--- config.mk ---
export PLATFORM = sky130hd
export DESIGN_NAME = fetch_unit
export DESIGN_NICKNAME = d
export VERILOG_FILES = /design/src/rtl/fetch_unit.sv
export SDC_FILE = /design/constraint.sdc
export NUM_CORES = 1
export LEC_CHECK = 0
export ABC_AREA = 1
export CORE_ASPECT_RATIO = 1.4
export CORE_MARGIN = 2
export CORE_UTILIZATION = 47
export CTS_CLUSTER_DIAMETER = 100
export DETAILED_ROUTE_END_ITERATION = 8
export GPL_TIMING_DRIVEN = 0
export PLACE_DENSITY = 0.78
export SLEW_MARGIN = 10
export SYNTH_ARGS = -nofsm -noshare
export SYNTH_HDL_FRONTEND = slang
export SYNTH_SLANG_ARGS = --single-unit
--- constraint.sdc ---
create_clock -name clk -period 2.1 [get_ports clk]
set_input_delay 0.315 -clock clk [delete_from_list [all_inputs] [get_ports clk]]
set_output_delay 0.315 -clock clk [all_outputs]
set_load 0.02 [all_outputs]
--- src/rtl/fetch_unit.sv ---
// Instruction fetch stage: owns the PC, reads instruction memory over req/ack and
// buffers one instruction for the decoder. Optional FETCH_MISALIGN_TRAP_EN traps misaligned redirects.
module fetch_unit #(
    parameter logic [31:0] RESET_PC = 32'h0000_0000
) (
    input  logic        clk,
    input  logic        rst_n,
    output logic        imem_req,
    output logic [31:0] imem_addr,
    input  logic        imem_ack,
    input  logic [31:0] imem_rdata,
    output logic        instr_valid,
    output logic [31:0] instr,
    output logic [31:0] instr_pc,
    output logic [31:0] pc_plus4,
    input  logic        instr_ready,
    input  logic        redirect,
    input  logic [31:0] redirect_pc,
    output logic        misalign_err
);

    localparam int unsigned XLEN = 32;

    typedef enum logic [1:0] {
        S_FETCH = 2'd0,
        S_HOLD  = 2'd1,
        S_DROP  = 2'd2,
        S_TRAP  = 2'd3
    } state_t;

    state_t            state_q, state_d;
    logic [XLEN-1:0]   pc_q, pc_d;
    logic [XLEN-1:0]   drop_addr_q, drop_addr_d;
    logic              instr_valid_q, instr_valid_d;
    logic [XLEN-1:0]   instr_q, instr_d;
    logic [XLEN-1:0]   instr_pc_q, instr_pc_d;
    logic [XLEN-1:0]   pc_plus4_q, pc_plus4_d;
    logic              misalign_q, misalign_d;
    logic              trap_pend_q, trap_pend_d;

    logic [XLEN-1:0]   redir_target;
    logic              redir_bad;

`ifdef FETCH_MISALIGN_TRAP_EN
    assign redir_target = redirect_pc;
    assign redir_bad    = redirect & (redirect_pc[1:0] != 2'b00);
`else
    // Low bits are discarded: the PC is always word-aligned in this build.
    logic unused_redir_lsbs;
    assign unused_redir_lsbs = ^redirect_pc[1:0];
    assign redir_target      = {redirect_pc[XLEN-1:2], 2'b00};
    assign redir_bad         = 1'b0;
`endif

    // State and datapath registers
    always_ff @(posedge clk or negedge rst_n) begin
        if (!rst_n) begin
            state_q       <= S_FETCH;
            pc_q          <= RESET_PC;
            drop_addr_q   <= '0;
            instr_valid_q <= 1'b0;
            instr_q       <= '0;
            instr_pc_q    <= '0;
            pc_plus4_q    <= '0;
            misalign_q    <= 1'b0;
            trap_pend_q   <= 1'b0;
        end else begin
            state_q       <= state_d;
            pc_q          <= pc_d;
            drop_addr_q   <= drop_addr_d;
            instr_valid_q <= instr_valid_d;
            instr_q       <= instr_d;
            instr_pc_q    <= instr_pc_d;
            pc_plus4_q    <= pc_plus4_d;
            misalign_q    <= misalign_d;
            trap_pend_q   <= trap_pend_d;
        end
    end

    // Next-state and request logic
    always_comb begin
        state_d       = state_q;
        pc_d          = pc_q;
        drop_addr_d   = drop_addr_q;
        instr_valid_d = instr_valid_q;
        instr_d       = instr_q;
        instr_pc_d    = instr_pc_q;
        pc_plus4_d    = pc_plus4_q;
        misalign_d    = misalign_q | redir_bad;
        trap_pend_d   = trap_pend_q;
        imem_req      = 1'b0;
        imem_addr     = pc_q;

        case (state_q)
            S_FETCH: begin
                imem_req = 1'b1;
                if (imem_ack) begin
                    if (redirect) begin
                        pc_d = redir_target;
                        if (redir_bad) state_d = S_TRAP;
                    end else begin
                        instr_d       = imem_rdata;
                        instr_pc_d    = pc_q;
                        pc_plus4_d    = pc_q + XLEN'(4);
                        instr_valid_d = 1'b1;
                        pc_d          = pc_q + XLEN'(4);
                        state_d       = S_HOLD;
                    end
                end else if (redirect) begin
                    // The outstanding request must finish at its original address.
                    pc_d        = redir_target;
                    drop_addr_d = pc_q;
                    trap_pend_d = trap_pend_q | redir_bad;
                    state_d     = S_DROP;
                end
            end
            S_HOLD: begin
                if (redirect) begin
                    instr_valid_d = 1'b0;
                    pc_d          = redir_target;
                    state_d       = redir_bad ? S_TRAP : S_FETCH;
                end else if (instr_ready) begin
                    instr_valid_d = 1'b0;
                    state_d       = S_FETCH;
                end
            end
            S_DROP: begin
                imem_req  = 1'b1;
                imem_addr = drop_addr_q;
                if (redirect) begin
                    pc_d        = redir_target;
                    trap_pend_d = trap_pend_q | redir_bad;
                end
                if (imem_ack) begin
                    state_d = (trap_pend_q | redir_bad) ? S_TRAP : S_FETCH;
                end
            end
            S_TRAP: begin
                instr_valid_d = 1'b0;
            end
            default: begin
                state_d = S_FETCH;
            end
        endcase
    end

    assign instr_valid  = instr_valid_q;
    assign instr        = instr_q;
    assign instr_pc     = instr_pc_q;
    assign pc_plus4     = pc_plus4_q;
    assign misalign_err = misalign_q;

endmodule

==> metrics, run 1 <==
P_sw=7.374 mW; P_int=9.890 mW; Crit Path Class=reg -> out; Buf/Inv on CP=3; number of remaining DRC errors=0; Gate power share=50.0%; drt wl/cell=16.74 µm; vias=7493; Initial Utilization=47.67%; Slowest-stage cell, CP=dfrtp_1; Slew Viols, Final=0; clock latency on the worst-skew pair=0.43 ns; initial antenna violation count=0; TritonCTS buffer count=17; largest net degree at the start of global routing=111; crit-path max FO=10; crit path cell chain=ha_4, clkbuf_16, clkbuf_16, o21ai_1, buf_4; GP Congestion=0.9401; Detail Route Antenna Nets=0; HPWL Detailed=17310 µm; Worst Tran Pin Value=0.6131 ns; dpl ws=-0.8081 ns; Ys Warns=0; critical path's top delay family=buffers and inverters; Layout Nets=1275; clk root buf=clkbuf_16; Rel. slew slack=59.13%; max_cap viols=0; register area share after synthesis=52.49%; first-pass GRT wire length=37380 µm; status=completed; num ports=200; Gate Count Post-Synth=980; Sw Ratio=42.71%; clock buffer depth=2; Critical Path RT=1.78 ns; post-synth cell types=34; total wire length=23660 µm; cell mode on critical path=clkbuf_16; Die Height=155.2 µm; area grow syn2layout=38.42%; Synth Register Bits=161; top cell type's share of synthesized area=52.49%; RSZ-0062 raised after global routing=yes; f_max=484.2 MHz; most numerous cell in the Yosys netlist=nand2_1; Die X=112.0 µm; Post-synth top cells=nand2_1 (390), dfrtp_1 (161), o21ai_0 (123); vias in the first global route=7349; top cells by area, synth=dfrtp_1 (52%), nand2_1 (19%), o21ai_0 (8.0%), inv_1 (3.4%), nor2_1 (3.3%); Post-Syn Area=7676 µm²; H-tree lvl count=4; Critical Path End Type=output pin; Final min period=2.065 ns; CTS tree=yes; number of diodes=0; layout cell share with drive strength beyond 1=10.63%; core area=16100 µm²; Finish-stage setup viols=0; clock share of power=18.1%; Tcrit/Tclk final=98.35%; hold crit path type=in -> async; endpoints failing hold=0; PortBufs=195; Synth area leader=dfrtp_1; clk_skew=0.007570 ns; Worst VDD drop=0.7915 mV; Starting DRT DRC Count=550; crit path DAT=1.75 ns; Inst Count DP=1375; Post-synth top flop=dfrtp_1; die area=17390 µm²; Reg clk slew, reported paths=0.06 ns; number of synthesized flops with an enable pin=0; total gr overflow=0; Post-Syn Nets=1054; Power Density=1625 nW/µm²; Avg Cell Area, Syn=7.833 µm²; delay of the slowest critical-path stage=0.43 ns; sequential fraction of design power=31.9%; Lkg Pwr=5.087 nW; slack of the critical path=0.03456 ns; drt first pass iters=6; Vias/cell=5.303; Num Clock Sinks=161; cell row count=55; GRT Overall Usage=27.52%; CP Launch Type=register; non-filler instance count after layout=1413; asr flop ratio synth=100.0%; Pwr Total=17.26 mW
[cell families (layout without fill, tap and decap cells)]
family,Yosys count,count (layout),synth area share [%]
flip-flops,161,161,52.49
multiplexers,1,1,0.1304
adder cells (fa/ha/maj),5,5,0.8150
XOR/XNOR,15,15,1.712
other,1,1,0.04885
AO/OA/AOI/OAI,179,179,12.63
AND/OR/NAND/NOR,497,497,25.75
buffers and inverters,121,355,6.422
[cell usage in the layout (no fill, tap or decap), types with 5 or more instances in the layout]
master	netlist	final
o21ai_1	1	17
o31ai_1	7	7
nor2_4	4	5
o21ai_0	123	98
buf_4	4	30
inv_2	6	7
nand3_1	27	27
nor2_1	68	67
clkbuf_2	0	5
a21oi_1	23	23
clkdlybuf4s50_1	0	161
xor2_1	15	15
dfrtp_1	161	161
o22ai_1	7	7
buf_2	13	24
clkbuf_1	23	15
clkbuf_16	0	21
inv_1	69	68
o21ai_2	0	9
a211oi_1	7	7
nand2_1	390	388
[repair_timing]
action,CTS,global route
gates resized for setup,224,39
endpoints found under the hold margin,51,0
hold buffers,1,0
endpoints found under the setup margin,39,63
setup buffers,3,1
gates cloned,0,1
[registers in the layout, summed over array words and instances (netlist names)]
register and cells:
drop_addr_q 32, instr 32, state_q 2, pc_q 32, instr_valid 1, instr_pc 32, pc_plus4 30
[stage by stage]
stage	util [%]	setup TNS (ns)	hold slack [ns]	instance area, µm²
floorplan	-	0	0.01941	7676
global placement	61.34	-986.92	0.4528	9877
detailed placement	61.54	-44.55	0.2500	9910
CTS	65.36	-0.02968	0.3737	10530
global route	65.98	-0.06749	0.4030	10630
finish	65.98	0	0.3767	10630
[power by group through the flow]
stage                     Clock, mW  Combinational [mW]  Sequential, mW
after floorplan                   0                3.60            6.37
final                          3.12                8.63            5.52
after CTS                      3.16                8.43            5.49
after detailed placement          0                8.42            5.51
after global placement            0                8.27            5.48
after global routing           3.29                9.38            5.69
[cell type report]
cell class / instances / area, µm²
fillers: 1383 / 5478
flip-flops and latches: 161 / 4029
multi-input cells: 698 / 3221
repair buffers: 202 / 1923
clock buffers: 24 / 491.7
plain buffers: 44 / 316.6
inverters: 77 / 292.8
well taps: 199 / 249.0
clock inverters: 8 / 102.6
[path summary, 6_finish.rpt]
kind / startpoint / end / slack (ns) / depth (start not counted)
min in group clk: redirect / pc_q[29] / 0.39 / 6
min reg2reg: instr[22] / instr[22] / 0.47 / 2
min: rst_n / instr[26] / 0.38 / 2
max reg2reg: state_q[1] / pc_q[26] / 0.04 / 9
max in group asynchronous: rst_n / drop_addr_q[24] / 0.84 / 3
max: state_q[1] / imem_addr[26] / 0.03 / 5
[metal layers]
layer  GRT usage [%]  part of all wire, %  vias to the layer above
li1                -                    -                     3561
met1           31.17                   37                     3508
met2           48.28                   50                      341
met3           6.194                  7.3                       83
met4           14.81                  5.2                        0
met5               0                    0                        -
Note: power is estimated with default switching activity, not from simulation.
==> run 2: changes to the inputs <==
--- a/config.mk
+++ b/config.mk
@@ -7,11 +7,12 @@
 export LEC_CHECK = 0
 export ABC_AREA = 1
 export CORE_ASPECT_RATIO = 1.4
-export CORE_MARGIN = 2
+export CORE_MARGIN = 5
 export CORE_UTILIZATION = 47
 export CTS_CLUSTER_DIAMETER = 100
 export DETAILED_ROUTE_END_ITERATION = 8
 export GPL_TIMING_DRIVEN = 0
+export MAX_ROUTING_LAYER = met4
 export PLACE_DENSITY = 0.78
 export SLEW_MARGIN = 10
 export SYNTH_ARGS = -nofsm -noshare
==> run 2 against run 1 <==
Hold slack gained 0.0056 ns. Sequential cell count is the same. Power grew 1.1%. Critical path depth is the same. Highest routed layer unchanged. Sequential share of layout area shrank 0.089 points. Non-clock buffer count is the same. Register-to-register slack gained 0.06 ns. Fmax shrank 0.96%. Setup slack lost 0.020 ns. Final cell count is essentially flat.
==> metrics, run 2 (synthesis gave the netlist of run 1 again) <==
Layout Nets=1275 (unchanged); delay of the slowest critical-path stage=0.44 ns (about the same); area grow syn2layout=38.74%; clock share of power=18.4% (+0.3 points); clock latency on the worst-skew pair=0.43 ns (about the same); commonest non-fill, non-tap cell in the layout=nand2_1; Gate power share=50.1% (about the same); Crit Path Class=reg -> out; vias=7501 (+0.11%); Num Clock Sinks=161 (unchanged); design area=10650 µm² (+0.24%); first-pass GRT wire length=39560 µm (+5.9%); Finish-stage setup viols=0 (unchanged); Critical Path End Type=output pin; worst r2r src=state_q[1]; Critical Path Source=state_q[1]; P_int=9.938 mW (+0.49%); Initial Utilization=47.67% (unchanged); crit path cell chain=ha_4, clkbuf_16, clkbuf_8, o21ai_1, buf_4; CTS tree=yes; endpoints failing hold=0 (unchanged); Slew Viols, Final=0 (unchanged); layout cell share with drive strength beyond 1=10.96% (+0.33 points); GP Congestion=0.9619 (+2.3%); Die Height=161.2 µm (+3.9%); H-tree lvl count=4 (unchanged); f_max=479.5 MHz (-0.96%); PortBufs=195 (unchanged); # fillers=1425 (+3.0%); core area=16100 µm² (unchanged); Final min period=2.085 ns (+0.01992 ns); dpl ws=-0.7955 ns (+0.01262 ns); Reg clk slew, reported paths=0.06 ns (about the same); setup TNS=0 ns (unchanged); Worst Tran Pin Value=0.7919 ns (+0.1788 ns); Sw Ratio=43.05% (+0.33 points); RSZ-0062 raised after global routing=yes; crit path DAT=1.77 ns (+0.02 ns); clk root buf=clkbuf_16; Critical Path RT=1.78 ns (about the same); Starting DRT DRC Count=714 (+30%); Sequential cell area=4029 µm² (unchanged); die area=19020 µm² (+9.4%); Tcrit/Tclk final=99.30% (+0.95 points); CP Launch Type=register; Lkg Pwr=5.086 nW (about the same); Die X=118.0 µm (+5.4%); Vias/cell=5.305 (about the same); hold crit path type=in -> reg; HPWL Detailed=18110 µm (+4.6%); GRT Overall Usage=27.05% (-0.47 points); total wire length=24840 µm (+5.0%); Worst VDD drop=0.9011 mV (+14%); cell row count=55 (unchanged); sequential fraction of design power=31.5% (-0.4 points); slack of the critical path=0.01464 ns (-0.01992 ns); TritonCTS buffer count=17 (unchanged); max_cap viols=0 (unchanged); Slowest-stage cell, CP=dfrtp_1; largest net degree at the start of global routing=107 (-3.6%); post-layout util=66.14% (+0.16 points); drt first pass iters=5 (-1); Rel. slew slack=47.20% (-12 points); P_sw=7.512 mW (+1.9%); clock buffer depth=2 (unchanged); status=completed; area occupied by multi-input gates=3237 µm² (+0.50%); most frequent cells in the layout=nand2_1 (388), dfrtp_1 (161), clkdlybuf4s50_1 (161); crit-path max FO=10 (unchanged); HP Start=redirect; Power Density=1638 nW/µm² (+0.84%); Detail Route Antenna Nets=0 (unchanged); initial antenna violation count=1 (+1); vias in the first global route=7454 (+1.4%); total gr overflow=0 (unchanged); drt wl/cell=17.56 µm (+4.9%); Pwr Total=17.45 mW (+1.1%); num ports=200 (unchanged); Area after DPL=9910 µm² (unchanged); clk_skew=0.009085 ns (+0.001515 ns); number of remaining DRC errors=0 (unchanged)
-- run 2: final timing paths --
path | to | slack, ns | cells after the start
max | imem_addr[20] | 0.01 | 5
min | pc_q[19] | 0.38 | 6
max reg2reg | pc_q[13] | 0.10 | 7
min reg2reg | instr[26] | 0.47 | 2
max in group asynchronous | instr_pc[16] | 0.79 | 3
min in group asynchronous | instr[20] | 0.55 | 2
-- run 2: power by group through the flow --
stage / sequential, mW / clock (mW) / combinational [mW]
after CTS: 5.48 / 3.26 / 8.47
after floorplan: 6.37 / 0 / 3.60
after detailed placement: 5.50 / 0 / 8.52
final: 5.50 / 3.22 / 8.74
after global placement: 5.47 / 0 / 8.39
after global routing: 5.68 / 3.40 / 9.47
-- run 2: cell type report --
class                      instances  area share [%]
buffer                            44           2.796
timing repair buffer             202           18.08
multi-input combinational        698           30.39
antenna                            1         0.02350
tap                              199           2.338
sequential                       161           37.83
clock inverter                    11           1.433
clock buffer                      21           4.323
inverter                          77           2.784
-- run 2: worst max-delay path, delay by kind of cell (launching register included) --
family                   cells  cell delay (ns)
AO/OA/AOI/OAI                1             0.18
flip-flops                   1             0.44
adder cells (fa/ha/maj)      1             0.20
buffers and inverters        3             0.52
-- run 2: per-stage QoR --
step           instances  hold WS (ns)
2_1_floorplan        980       0.01941
3_3_place_gp        1374        0.4526
3_5_place_dp        1375        0.4283
4_1_cts             1410        0.3726
5_1_grt             1414        0.4195
6_report            1414        0.3823
-- run 2: repair_timing --
action | 4_1_cts | 5_1_grt
endpoints found under the hold margin | 98 | 0
endpoints found under the setup margin | 42 | 52
setup buffers | 2 | 3
resized for setup | 215 | 47
hold buffers | 1 | 0
-- run 2: routing by layer --
metal	global-route usage [%]	vias to the layer above	share of wire [%]
met5	-	-	0
met4	13.77	0	5.1
met3	4.623	83	5.2
met2	44.62	312	50
met1	31.90	3552	40
li1	-	3554	-
